===== src/rtl/squash_io_adapter.sv =====
// Caravel-side adapter: gpio_ready-gated reset release FSM, Wishbone soft reset,
// OEB generation and button conditioning. Define BTN_DEBOUNCE_EN to add per-button debouncers.
module squash_io_adapter #(
   parameter int unsigned N_BTN           = 4,
   parameter int unsigned N_OUT           = 6,
   parameter int unsigned N_DBG           = 2,
   parameter int unsigned SETTLE_CYCLES   = 16,
   parameter int unsigned DEBOUNCE_CYCLES = 4
) (
   input  logic             wb_clk_i,
   input  logic             ext_reset_n,
   input  logic             wb_rst_i,
   input  logic             gpio_ready,
   input  logic [N_BTN-1:0] btn_n_in,
   output logic [N_BTN-1:0] btn_n_out,
   output logic             design_reset,
   output logic [N_OUT-1:0] design_oeb,
   output logic [N_DBG-1:0] debug_oeb,
   output logic [1:0]       state_dbg
);

   localparam int unsigned SW = (SETTLE_CYCLES > 1) ? $clog2(SETTLE_CYCLES) : 1;
   localparam logic [SW-1:0] SETTLE_LAST = SW'(SETTLE_CYCLES - 1);

   typedef enum logic [1:0] {
      S_RESET  = 2'd0,
      S_WAIT   = 2'd1,
      S_SETTLE = 2'd2,
      S_RUN    = 2'd3
   } state_t;

   state_t        state, state_next;
   logic          rdy_q, rdy_s, wb_rst_q;
   logic [SW-1:0] settle_cnt, settle_cnt_next;

   always_ff @(posedge wb_clk_i or negedge ext_reset_n) begin
      if (!ext_reset_n) begin
         rdy_q    <= 1'b0;
         rdy_s    <= 1'b0;
         wb_rst_q <= 1'b0;
      end else begin
         rdy_q    <= gpio_ready;
         rdy_s    <= rdy_q;
         wb_rst_q <= wb_rst_i;
      end
   end

   always_comb begin
      state_next      = state;
      settle_cnt_next = '0;
      if (wb_rst_q) begin
         state_next = S_RESET;
      end else begin
         case (state)
            S_RESET:  state_next = S_WAIT;
            S_WAIT:   if (rdy_s) state_next = S_SETTLE;
            S_SETTLE: begin
               if (!rdy_s)
                  state_next = S_WAIT;
               else if (settle_cnt == SETTLE_LAST)
                  state_next = S_RUN;
               else
                  settle_cnt_next = settle_cnt + 1'b1;
            end
            S_RUN:    state_next = S_RUN;
            default:  state_next = S_RESET;
         endcase
      end
   end

   // Outputs are registered from state_next so they switch on the same edge as the FSM.
   always_ff @(posedge wb_clk_i or negedge ext_reset_n) begin
      if (!ext_reset_n) begin
         state        <= S_RESET;
         settle_cnt   <= '0;
         design_reset <= 1'b1;
         design_oeb   <= '1;
      end else begin
         state        <= state_next;
         settle_cnt   <= settle_cnt_next;
         design_reset <= (state_next != S_RUN);
         design_oeb   <= {N_OUT{state_next != S_RUN}};
      end
   end

   assign state_dbg = state;
   assign debug_oeb = '0;

   logic [N_BTN-1:0] btn_q, btn_s;

   always_ff @(posedge wb_clk_i or negedge ext_reset_n) begin
      if (!ext_reset_n) begin
         btn_q <= '1;
         btn_s <= '1;
      end else begin
         btn_q <= btn_n_in;
         btn_s <= btn_q;
      end
   end

`ifdef BTN_DEBOUNCE_EN
   localparam int unsigned DW = (DEBOUNCE_CYCLES > 1) ? $clog2(DEBOUNCE_CYCLES) : 1;
   localparam logic [DW-1:0] DB_LAST = DW'(DEBOUNCE_CYCLES - 1);

   logic [DW-1:0]    db_cnt [N_BTN];
   logic [N_BTN-1:0] btn_out;

   // Any agreeing sample clears the run, so only an unbroken disagreement flips the output.
   always_ff @(posedge wb_clk_i or negedge ext_reset_n) begin
      if (!ext_reset_n) begin
         btn_out <= '1;
         for (int unsigned i = 0; i < N_BTN; i++) db_cnt[i] <= '0;
      end else begin
         for (int unsigned i = 0; i < N_BTN; i++) begin
            if (btn_s[i] == btn_out[i]) begin
               db_cnt[i] <= '0;
            end else if (db_cnt[i] == DB_LAST) begin
               btn_out[i] <= btn_s[i];
               db_cnt[i]  <= '0;
            end else begin
               db_cnt[i] <= db_cnt[i] + 1'b1;
            end
         end
      end
   end

   assign btn_n_out = btn_out;
`else
   assign btn_n_out = btn_s;
`endif

endmodule

===== config.mk =====
export PLATFORM = sky130hd
export DESIGN_NAME = squash_io_adapter
export DESIGN_NICKNAME = d
export VERILOG_FILES = /design/src/rtl/squash_io_adapter.sv
export SDC_FILE = /design/constraint.sdc
export NUM_CORES = 1
export LEC_CHECK = 0
export CORE_MARGIN = 2
export CORE_UTILIZATION = 39
export CTS_BUF_LIST = sky130_fd_sc_hd__clkbuf_4 sky130_fd_sc_hd__clkbuf_8 sky130_fd_sc_hd__clkbuf_16
export DETAILED_ROUTE_END_ITERATION = 8
export HOLD_SLACK_MARGIN = 0.06
export PLACE_DENSITY = 0.7
export SLEW_MARGIN = 10
export SYNTH_ARGS = -nofsm -noshare
export SYNTH_HDL_FRONTEND = slang
export SYNTH_SLANG_ARGS = --single-unit

===== constraint.sdc =====
create_clock -name wb_clk_i -period 1.89 [get_ports wb_clk_i]
set_clock_uncertainty 0.15 [all_clocks]
set_input_delay 0.378 -clock wb_clk_i [delete_from_list [all_inputs] [get_ports wb_clk_i]]
set_output_delay 0.378 -clock wb_clk_i [all_outputs]
set_load 0.01 [all_outputs]

# Word level (Yosys, flattened, before mapping)

Index checks and enable logic that the tools add are counted.

Add/subtract/negate cells: 1
Eq/ne operators: 5
Muxes and demuxes: 9
Reductions and logical operators: 1

Operators by type and width:

| kind                                                 | count |
|---|---|
| two-way mux 4 bit                                    | 4 |
| two-way mux 2 bit                                    | 4 |
| case mux 2 bit (4 select lines)                      | 1 |
| adder 4 x 1 -> 4 bit (second input constant)         | 1 |
| equality test 2 bit (second input constant)          | 2 |
| equality test 4 bit (second input constant)          | 1 |
| equality test 2 x 1 -> 1 bit (second input constant) | 1 |
| zero test 2 bit                                      | 1 |
| != test 2 bit (second input constant)                | 1 |

Register bits after elaboration: 19
Input bits: 8
Output and inout bits: 15
Logic and storage cells: 25

# Depth between registers and ports, before layout

Word-level depth: 6
Mapped depth: 4
Depth with buffers taken out: 4

# Least setup slack after synthesis

Ideal clock, no wire load.

Kind: flip-flop to flip-flop
Start: register settle_cnt[0]
End: register state[0] (netlist: state_dbg[0])
Data arrival time: 0.971 ns
Required time: 1.618 ns
Path slack: 0.647 ns
Cell stages (with the launch flop): 5
Buffers on the path: 0
Cell sequence: dfrtp_1 > ha_1 > a31oi_1 > mux2_4 > a21oi_2

Cells in the longest elaborated chain, start to end: 5

Ends and longest elaborated chain:

| element                         | line | RTL |
|---|---|---|
| start: declaration              | 34   | `logic [SW-1:0] settle_cnt, settle_cnt_next;` |
| start signal: assignment        | 80   | `settle_cnt <= settle_cnt_next;` |
| equality test 4 bit             | 60   | `else if (settle_cnt == SETTLE_LAST)` |
| two-way mux 2 bit               | 60   |  |
| two-way mux 2 bit               | 58   | `if (!rdy_s)` |
| case mux 2 bit (4 select lines) | 54   | `case (state)` |
| two-way mux 2 bit               | 51   | `if (wb_rst_q) begin` |
| via state_next[0]               | 32   | `state_t state, state_next;` |
| end signal: assignment          | 79   | `state <= state_next;` |
| end: declaration                | 32   |  |

The timed path passes the listed nets, and every way through them passes these cells.

# Worst setup path after layout

Start: register state[0] (netlist: state_dbg[0])
End: output port state_dbg[0]

RTL lines:

| element          | line | RTL |
|---|---|---|
| end: declaration | 19   | `output logic [1:0] state_dbg` |

No word-level cell between the ends.

==> qor.txt <==
wire length per cell = 11.23 um
CTS tree = done
Reg clk slew, reported paths = 0.10 ns
Crit. End Element = output port
DRC viols = 0
largest net degree at the start of global routing = 19
Max Clk Rate = 0.5475 GHz
DR vias/cell = 4.750
PwrDens = 805.2 nW/um2
Max-cap violations = 0
Hold Crit Class = flop to flop
row cnt = 14
# hold bufs at CTS = 0
core area = 1559 um2
Synth Instances = 46
RSZ-0062 raised after global routing = no
layout cells sized above 1 = 0.2813
fin. max-slew vios = 0
crit share post-route = 0.9663
routability-driven placement congestion ratio = 0.6430
worst path bufs/invs = 1
First-pass DRT Iterations = 4
kind of critical path = flop to output port
Mean Syn Cell Area = 14.44 um2
post-synthesis register bit count = 18
commonest cells after routing, fill and taps aside = 9 x dfstp_2, 9 x clkdlybuf4s50_1, 9 x dfrtp_1
min cycle time layout = 1.826 ns
antenna-violating nets left = 0
Total Power = 0.7032 mW
CP Max Fanout = 7
outcome = completed
vias in the first global route = 336
H-tree levels = 1
postcts setup bufs = 0
top post-synthesis cells by area = dfstp_2 36%, dfrtp_1 34%, buf_4 9.0%, xor2_1 2.6%, mux2_4 2.3%
clk root buf = clkbuf_4
Arr. time, crit path = 1.30 ns
Finished Layout Cells = 80
die width = 45.28 um
Post-synth ARST share = 1.000
Routed WL = 898 um
clock sink total = 18
Final Hold Viols = 0
total CTS buffers = 3
Synth area leader = dfstp_2
vias post-DR = 380
Tot GR Track Use = 0.1072
grt ovf = 0
CP Cell Sequence = clkdlybuf4s50_1
Clock Path Buffers = 2
setup TNS = 0 ns
final setup fails = 0
# IOs = 23
top-area cell type share of the netlist area = 0.3559
register area share after synthesis = 0.6949
Distinct cells, synth = 18
Critical Path RT = 1.36 ns
worst-case vdd ir drop = 0.0005591 V
initial drt markers = 1
hpwl dp = 647.8 um
hold_ws = 0.2038 ns
crit path max-delay cell type = clkdlybuf4s50_1
Leak = 0.4069 nW
final net count = 74
most common flop cell mapped by yosys = dfstp_2
Post-Syn Area = 664.4 um2
area grow syn2layout = 31.45%
die footprint = 2050 um2
global-route wire length before repair = 1.428 mm
Clk Latency, worst-skew pair = 0.28 ns
# placed instances = 76
Initial Utilization = 0.4262
cell family with most CP delay = buffers and inverters
Post-synth EDFFs = 0
fill count = 129
Die Ht = 45.28 um
antenna violations before repair = 0
yosys warns = 0
port bufs = 20
critical path startpoint category = flop
Crit path largest cell delay = 0.57 ns
antenna cell count = 0
-- registers in the layout, summed over array words and instances (netlist names) --
signal and flops:
btn_n_out 4, btn_q 4, design_oeb 1, rdy_q 1
rdy_s 1, settle_cnt 4, state_dbg 2, wb_rst_q 1
-- report_power, final --
group	switching, mW	leakage [nW]	internal, mW	total [mW]
combinational	0.0232	0.175	0.0363	0.0594
sequential	0.0103	0.211	0.408	0.418
clock	0.109	0.0210	0.117	0.226
total	0.142	0.407	0.561	0.703
-- metal layers --
layer / share of wire / GRT usage
met1: 0.41 / 0.1237
met2: 0.50 / 0.1514
met3: 0.066 / 0.03600
met4: 0.020 / 0.1059
met5: 0 / 0
-- final timing paths --
path,start,end,slack (ns),cells past startpoint
worst max-delay path,state_dbg[0]$_DFF_PN0_,state_dbg[0],0.06,1
min in group asynchronous,ext_reset_n,rdy_s$_DFF_PN0_,0.25,2
worst min register to register,btn_q[0]$_DFF_PN1_,btn_n_out[0]$_DFF_PN1_,0.20,0
worst min-delay path,btn_q[0]$_DFF_PN1_,btn_n_out[0]$_DFF_PN1_,0.20,0
worst max register to register,settle_cnt[0]$_DFF_PN0_,state_dbg[0]$_DFF_PN0_,0.57,4
max in group asynchronous,ext_reset_n,btn_q[1]$_DFF_PN1_,1.08,2
-- cells by family (layout without fill, tap and decap cells) --
kind of cell               after synthesis  count (layout)  synth area share
DFF                                     18              18            0.6949
and+or+nand+nor                         10              10           0.08664
buffers and inverters                    8              25           0.09040
AOI/OAI and AO/OA                        5               5           0.05461
xor gates and xnor gates                 2               2           0.02637
adders and majority gates                1               1           0.01883
other                                    1               2          0.005644
muxes                                    1               1           0.02259
-- stage by stage --
stage	util	setup WS [ns]	instance area [um2]
2_1_floorplan	-	0.6468	668.1
3_3_place_gp	0.5361	0.2748	835.8
3_5_place_dp	0.5361	0.2562	835.8
4_1_cts	0.5538	0.004176	863.3
5_1_grt	0.5602	0.005556	873.3
6_report	0.5602	0.06366	873.3
-- area by class of cell --
cell class                      instances  area [um2]  share of cell area
Timing Repair Buffer                   21       209.0              0.2393
Multi-Input combinational cell         21       146.4              0.1676
Sequential cell                        18       461.7              0.5287
Clock buffer                            4       36.28             0.04155
Tap cell                               16       20.02             0.02292
-- synthesized netlist by cell type (2+ instances only) --
cell	count
nor2_1	2
dfrtp_1	9
dfstp_2	9
nand3_1	2
and2_1	2
nand2_1	2
xor2_1	2
buf_4	8
-- what timing repair did --
action,in CTS,in global routing
pin swaps,0,0
gates resized for setup,7,4
gates cloned,0,0
endpoints found under the hold margin,0,0
endpoints found under the setup margin,7,4
(Power assumes the default switching activity.)
